`config.mk`:
```
export PLATFORM = sky130hd
export DESIGN_NAME = z_writeback_seq_flat
export DESIGN_NICKNAME = d
export VERILOG_FILES = /design/src/rtl/z_writeback_seq_if.sv /design/src/rtl/z_writeback_seq.sv /design/src/flat_wrapper.sv
export SDC_FILE = /design/constraint.sdc
export NUM_CORES = 1
export LEC_CHECK = 0
export BUFFER_PORTS_ARGS = -buffer_cell sky130_fd_sc_hd__buf_4
export CORE_ASPECT_RATIO = 0.75
export CORE_MARGIN = 4
export CORE_UTILIZATION = 45
export DETAILED_ROUTE_END_ITERATION = 10
export PLACE_DENSITY = 0.78
export SLEW_MARGIN = 20
export SYNTH_ARGS = -nofsm -noshare
export SYNTH_HDL_FRONTEND = slang
export SYNTH_SLANG_ARGS = --single-unit
```
`constraint.sdc`:
```
create_clock -name clock -period 2.3 [get_ports clock]
set_clock_uncertainty 0.15 [all_clocks]
set_input_delay 0.46 -clock clock [delete_from_list [all_inputs] [get_ports clock]]
set_output_delay 0.46 -clock clock [all_outputs]
set_load 0.02 [all_outputs]
```
`src/rtl/z_writeback_seq_if.sv`:
```
// Purpose: groups the ALU-result handshake and the shared-bus writeback signals of z_writeback_seq.
// Latency: none, this is wiring only.
// Backpressure: in_valid/in_ready on the result side; bus_req/bus_gnt on the bus side.
// Signals: in_valid/in_ready/is_wide/dest/zhi/zlo (ALU result), bus_req/bus_gnt/bus_data (shared bus),
//          rf_we/rf_addr/lo_we/hi_we (register file enables), busy/err (status).
// Modports: master = the writeback block itself, slave = whatever sits around it (ALU, bus, register file).
interface z_writeback_seq_if #(
    parameter int DATA_W = 32,
    parameter int ADDR_W = 4
);
    logic              in_valid;
    logic              in_ready;
    logic              is_wide;
    logic [ADDR_W-1:0] dest;
    logic [DATA_W-1:0] zhi;
    logic [DATA_W-1:0] zlo;
    logic              bus_req;
    logic              bus_gnt;
    logic [DATA_W-1:0] bus_data;
    logic              rf_we;
    logic [ADDR_W-1:0] rf_addr;
    logic              lo_we;
    logic              hi_we;
    logic              busy;
    logic              err;

    modport master (
        input  in_valid, is_wide, dest, zhi, zlo, bus_gnt,
        output in_ready, bus_req, bus_data, rf_we, rf_addr, lo_we, hi_we, busy, err
    );

    modport slave (
        output in_valid, is_wide, dest, zhi, zlo, bus_gnt,
        input  in_ready, bus_req, bus_data, rf_we, rf_addr, lo_we, hi_we, busy, err
    );
endinterface

```
`src/rtl/z_writeback_seq.sv`:
```
// Purpose: captures the ALU zhi/zlo result pair and writes it back over the shared bus
//          (narrow: ZLO -> general register; wide: ZLO -> LO then ZHI -> HI).
// Latency: accept in T, earliest transfer in T+1 (wide HI in T+2); in_ready returns the cycle after the last transfer.
// Backpressure: in_ready is high only while idle; a bus grant wait longer than TIMEOUT aborts and pulses err.
// Ports: clock, reset (sync, active high), wb (z_writeback_seq_if.master) carrying all handshake/bus signals.
module z_writeback_seq #(
    parameter int DATA_W  = 32,
    parameter int ADDR_W  = 4,
    parameter int TIMEOUT = 15
) (
    input  logic                clock,
    input  logic                reset,
    z_writeback_seq_if.master   wb
);
    typedef enum logic [1:0] {IDLE, REQ_LO, REQ_HI} state_t;

    localparam logic [7:0] TMO = 8'(TIMEOUT);

    state_t            state_q, state_d;
    logic [DATA_W-1:0] zhi_q, zhi_d;
    logic [DATA_W-1:0] zlo_q, zlo_d;
    logic [ADDR_W-1:0] dest_q, dest_d;
    logic              wide_q, wide_d;
    logic [7:0]        cnt_q, cnt_d;
    logic              err_q, err_d;

    logic              in_ready;
    logic              bus_req;
    logic [DATA_W-1:0] bus_data;
    logic              rf_we;
    logic [ADDR_W-1:0] rf_addr;
    logic              lo_we;
    logic              hi_we;
    logic              busy;

    always_comb begin
        state_d  = state_q;
        zhi_d    = zhi_q;
        zlo_d    = zlo_q;
        dest_d   = dest_q;
        wide_d   = wide_q;
        cnt_d    = cnt_q;
        err_d    = 1'b0;
        in_ready = 1'b0;
        bus_req  = 1'b0;
        bus_data = '0;
        rf_we    = 1'b0;
        rf_addr  = '0;
        lo_we    = 1'b0;
        hi_we    = 1'b0;
        busy     = 1'b0;
        // Outputs are combinational from the state, so reset must gate them
        // directly: a reset landing mid-writeback may not leak an enable.
        if (!reset) begin
            case (state_q)
                IDLE: begin
                    in_ready = 1'b1;
                    if (wb.in_valid) begin
                        zhi_d   = wb.zhi;
                        zlo_d   = wb.zlo;
                        dest_d  = wb.dest;
                        wide_d  = wb.is_wide;
                        cnt_d   = '0;
                        state_d = REQ_LO;
                    end
                end
                REQ_LO: begin
                    bus_req = 1'b1;
                    busy    = 1'b1;
                    if (wb.bus_gnt) begin
                        bus_data = zlo_q;
                        if (wide_q) begin
                            lo_we   = 1'b1;
                            cnt_d   = '0;
                            state_d = REQ_HI;
                        end else begin
                            rf_we   = 1'b1;
                            rf_addr = dest_q;
                            state_d = IDLE;
                        end
                    end else if (cnt_q == TMO) begin
                        // A grant arriving on the limit cycle is taken above, so
                        // the abort only fires when the grant is still absent.
                        err_d   = 1'b1;
                        state_d = IDLE;
                    end else begin
                        cnt_d = cnt_q + 8'd1;
                    end
                end
                REQ_HI: begin
                    bus_req = 1'b1;
                    busy    = 1'b1;
                    if (wb.bus_gnt) begin
                        bus_data = zhi_q;
                        hi_we    = 1'b1;
                        state_d  = IDLE;
                    end else if (cnt_q == TMO) begin
                        // The LO half is already written; only the HI write is lost.
                        err_d   = 1'b1;
                        state_d = IDLE;
                    end else begin
                        cnt_d = cnt_q + 8'd1;
                    end
                end
                default: state_d = IDLE;
            endcase
        end
    end

    always_ff @(posedge clock) begin
        if (reset) begin
            state_q <= IDLE;
            zhi_q   <= '0;
            zlo_q   <= '0;
            dest_q  <= '0;
            wide_q  <= 1'b0;
            cnt_q   <= '0;
            err_q   <= 1'b0;
        end else begin
            state_q <= state_d;
            zhi_q   <= zhi_d;
            zlo_q   <= zlo_d;
            dest_q  <= dest_d;
            wide_q  <= wide_d;
            cnt_q   <= cnt_d;
            err_q   <= err_d;
        end
    end

    assign wb.in_ready = in_ready;
    assign wb.bus_req  = bus_req;
    assign wb.bus_data = bus_data;
    assign wb.rf_we    = rf_we;
    assign wb.rf_addr  = rf_addr;
    assign wb.lo_we    = lo_we;
    assign wb.hi_we    = hi_we;
    assign wb.busy     = busy;
    assign wb.err      = err_q & ~reset;
endmodule

```
`src/flat_wrapper.sv`:
```
// flat-port wrapper written by rule: the top's interface ports become plain ports
module z_writeback_seq_flat 
#(
    parameter int DATA_W  = 32,
    parameter int ADDR_W  = 4,
    parameter int TIMEOUT = 15
)
  (clock, reset, wb_in_valid, wb_is_wide, wb_dest, wb_zhi, wb_zlo, wb_bus_gnt, wb_in_ready, wb_bus_req, wb_bus_data, wb_rf_we, wb_rf_addr, wb_lo_we, wb_hi_we, wb_busy, wb_err);
  z_writeback_seq_if #(.DATA_W(DATA_W), .ADDR_W(ADDR_W)) wb_i ();
  input  logic clock;
  input  logic reset;
  input wire logic [$bits(wb_i.in_valid)-1:0] wb_in_valid;
  input wire logic [$bits(wb_i.is_wide)-1:0] wb_is_wide;
  input wire logic [$bits(wb_i.dest)-1:0] wb_dest;
  input wire logic [$bits(wb_i.zhi)-1:0] wb_zhi;
  input wire logic [$bits(wb_i.zlo)-1:0] wb_zlo;
  input wire logic [$bits(wb_i.bus_gnt)-1:0] wb_bus_gnt;
  output wire logic [$bits(wb_i.in_ready)-1:0] wb_in_ready;
  output wire logic [$bits(wb_i.bus_req)-1:0] wb_bus_req;
  output wire logic [$bits(wb_i.bus_data)-1:0] wb_bus_data;
  output wire logic [$bits(wb_i.rf_we)-1:0] wb_rf_we;
  output wire logic [$bits(wb_i.rf_addr)-1:0] wb_rf_addr;
  output wire logic [$bits(wb_i.lo_we)-1:0] wb_lo_we;
  output wire logic [$bits(wb_i.hi_we)-1:0] wb_hi_we;
  output wire logic [$bits(wb_i.busy)-1:0] wb_busy;
  output wire logic [$bits(wb_i.err)-1:0] wb_err;
  assign wb_i.in_valid = wb_in_valid;
  assign wb_i.is_wide = wb_is_wide;
  assign wb_i.dest = wb_dest;
  assign wb_i.zhi = wb_zhi;
  assign wb_i.zlo = wb_zlo;
  assign wb_i.bus_gnt = wb_bus_gnt;
  assign wb_in_ready = wb_i.in_ready;
  assign wb_bus_req = wb_i.bus_req;
  assign wb_bus_data = wb_i.bus_data;
  assign wb_rf_we = wb_i.rf_we;
  assign wb_rf_addr = wb_i.rf_addr;
  assign wb_lo_we = wb_i.lo_we;
  assign wb_hi_we = wb_i.hi_we;
  assign wb_busy = wb_i.busy;
  assign wb_err = wb_i.err;
  z_writeback_seq #(.DATA_W(DATA_W), .ADDR_W(ADDR_W), .TIMEOUT(TIMEOUT)) u_core (.clock(clock), .reset(reset), .wb(wb_i));
endmodule
```
==> impl_results.md <==
- Status: finished, violations left
- Failing checks: setup timing
- Buffers on Ports: ~120
- Gate power share: 15.8%
- Post-route ant nets: 0
- Worst Setup Path Type: reg2out
- Worst setup EP type: primary output
- Synthesized area: ~3500 µm²
- Initial DRC Count: between 200 and 250
- Netlist cell types: 33
- Residual DRC: 0
- Ports: between 100 and 150
- Layout Area Growth over Synthesis: 46.7%
- Row count: 27
- Rel. slew slack: between 50% and 60%
- Die Y: 84.3 µm
- Fraction of layout cells with a size suffix above 1: 34.8%
- Antenna diode count: 0
- Wirelength per Cell: 16.0 µm
- Drt via density: 5.45
- Flop pwr share: between 40 and 50%
- Vias in the first global route: approximately 3600
- Clock Tree Buf Depth: 2
- Core Area: between 7000 and 8000 µm²
- Syn Inst Count: ~460
- Critical Path RT: roughly 1.7 ns
- Switch share: a little over a quarter
- Fraction of the cycle the final worst path needs: 103%
- P_leak: roughly 0.0020 µW
- Worst r2r path cells: 8
- Initial antenna violation count: 0
- Detail Placement HPWL: slightly below 7000 µm
- Commonest cells after routing, fill and taps aside: nand2_1 (140), buf_4 (127), dfxtp_1 (78), a21oi_1 (72), nor2_1 (33)
- Power Total: between 3000 and 4000 µW
- Drt pass-1 iters: 5
- Worst hold path class: in2reg
- Grt ovf: 0
- Clock sink total: 80
- Power density cells: 607 nW/µm²
- Commonest non-fill, non-tap cell in the layout: nand2_1
- Clock-pin slew on the worst setup and hold paths: about 0.08 ns
- H-Tree Depth: 3
- Peak Freq: ~420 MHz
- Internal power: between 2000 and 2500 µW
- DIE AREA: just over 9000 µm²
- Fin. Hold Viols: 0
- Synthesis Warnings: 0
- Crit path DAT: 1.76 ns
- Syn avg cell area: approximately 7.5 µm²
- Tot GR Track Use: between 20% and 30%
- Sequential share of the synthesized area: a little under half
- Largest net degree at the start of global routing: 46
- Final Max Slew Viols: 0
- Skew-Pair Late Insertion Delay: roughly 0.36 ns
- CTS tree: done
- Worst hold stages: 2
- Vias: between 3000 and 4000
- Crit Path Max Fanout: 10
- CTS buffer count: 9
- First-pass GRT wire length: around 17000 µm
- Final WL: approximately 11000 µm
- Starting density of the core: a little under half
- Clock root cell: clkbuf_8
- Register bit total from synthesis: 80
- Worst VDD drop: about 0.00036 V
- Syn_nets: around 540
- Die span in x: ~110 µm
- FFs w/ async S/R, synth: 0%
- Unrepaired setup endpoints after global routing: yes
- RD Place Congestion: around 0.86
- Nets: between 600 and 700
- Min Tclk post-route: ~2.4 ns
- Sw Pwr: between 800 and 900 µW
- MaxCap Viol Count: 0
- Clk network pwr share: roughly 35%
- Final critical-path setup slack: -0.0704 ns
- Setup crit start kind: register
- Post-synth EDFFs: 0
- # setup viols final: 25
- Worst Tran Pin Value: ~0.64 ns
- Setup TNS: -0.572 ns
- Main flop type after synthesis: dfxtp_1
-- cells in the mapped netlist, drive strengths merged (2+ instances only) --
cell type  count  area share [%]
a22oi         32             6.9
o21ai          6            0.86
nand3          3            0.43
nor2          38             4.1
ha             5             1.8
nand2        142              15
nor3           6            0.86
clkbuf        26             2.8
a21oi         72              10
nor2b          5            0.90
a211oi         2            0.43
buf           10             1.6
and2           8             1.4
dfxtp         80              46
inv            7            0.75
a32o           5             1.4
nor4           3            0.54
-- path summary, 6_finish.rpt --
path	start	to	slack, ns
worst max-delay path	u_core.state_q[1]	wb_bus_data[2]	-0.07
worst min-delay path	wb_bus_gnt	u_core.err_q	0.17
worst max register to register	u_core.state_q[0]	u_core.cnt_q[1]	0.14
worst min register to register	u_core.dest_q[2]	u_core.dest_q[2]	0.30
-- stage by stage --
step	util [%]	hold slack (ns)	cell area, µm²	worst slack, ns	instances
final	68.9	0.172	5120	-0.0704	687
after floorplan	-	0.282	3490	0.129	463
after global routing	68.9	0.168	5120	-0.131	687
after CTS	67.3	0.154	5000	-0.0388	682
after detailed placement	60.2	0.295	4480	-0.0423	657
after global placement	60.2	0.290	4480	0.0945	657
-- sequential cells by signal, summed over array words and instances (netlist names) --
| register | count |
|---|---|
| u_core.cnt_q | 8 |
| u_core.dest_q | 4 |
| u_core.err_q | 1 |
| u_core.state_q | 2 |
| u_core.wide_q | 1 |
| u_core.zhi_q | 32 |
| u_core.zlo_q | 32 |
-- per-layer routing --
layer | part of all wire [%] | vias up | GRT usage [%]
met5 | 0 | - | 0
met4 | 1.2 | 0 | 6.12
met3 | 8.8 | 16 | 7.76
met2 | 46 | 144 | 36.8
met1 | 44 | 1785 | 30.0
li1 | - | 1796 | -
-- kinds of logic (layout without fill, tap and decap cells) --
group,Yosys count,count (layout),synth area share [%]
AOI/OAI and AO/OA,124,124,22.1
buffers and inverters,43,166,5.16
and+or+nand+nor,211,211,25.1
DFF,80,80,45.8
adders and majority gates,5,5,1.79
-- worst max-delay path: stages (launching register included) --
cell and delay, ns:
dfxtp_4 0.39, inv_4 0.05, ha_1 0.35, nand2_4 0.11, buf_4 0.20, nor2_2 0.17
buf_6 0.14
-- timing repair --
action,4_1_cts,5_1_grt
setup buffers,6,5
setup endpoints to repair,46,37
gates resized for setup,51,16
pin swaps,22,16
hold buffers,0,0
cloned,3,1
endpoints found under the hold margin,0,0
-- power groups by stage --
stage / Clock, µW / Combinational (µW) / Sequential [µW]
after floorplan: 0 / 236 / 1530
after global placement: 0 / 409 / 1530
after detailed placement: 0 / 420 / 1540
after CTS: 1100 / 468 / 1510
after global routing: 1170 / 539 / 1530
final: 1100 / 492 / 1520
-- cell type report --
class                   instances  area [µm²]
well taps                     101         126
fillers                       611        2310
clock buffers                  11         151
repair buffers                143        1240
flip-flops and latches         80        1610
clock inverters                 5        63.8
inverters                       7        28.8
multi-input cells             340        1900
No activity file was read; power rests on OpenSTA's default activity.
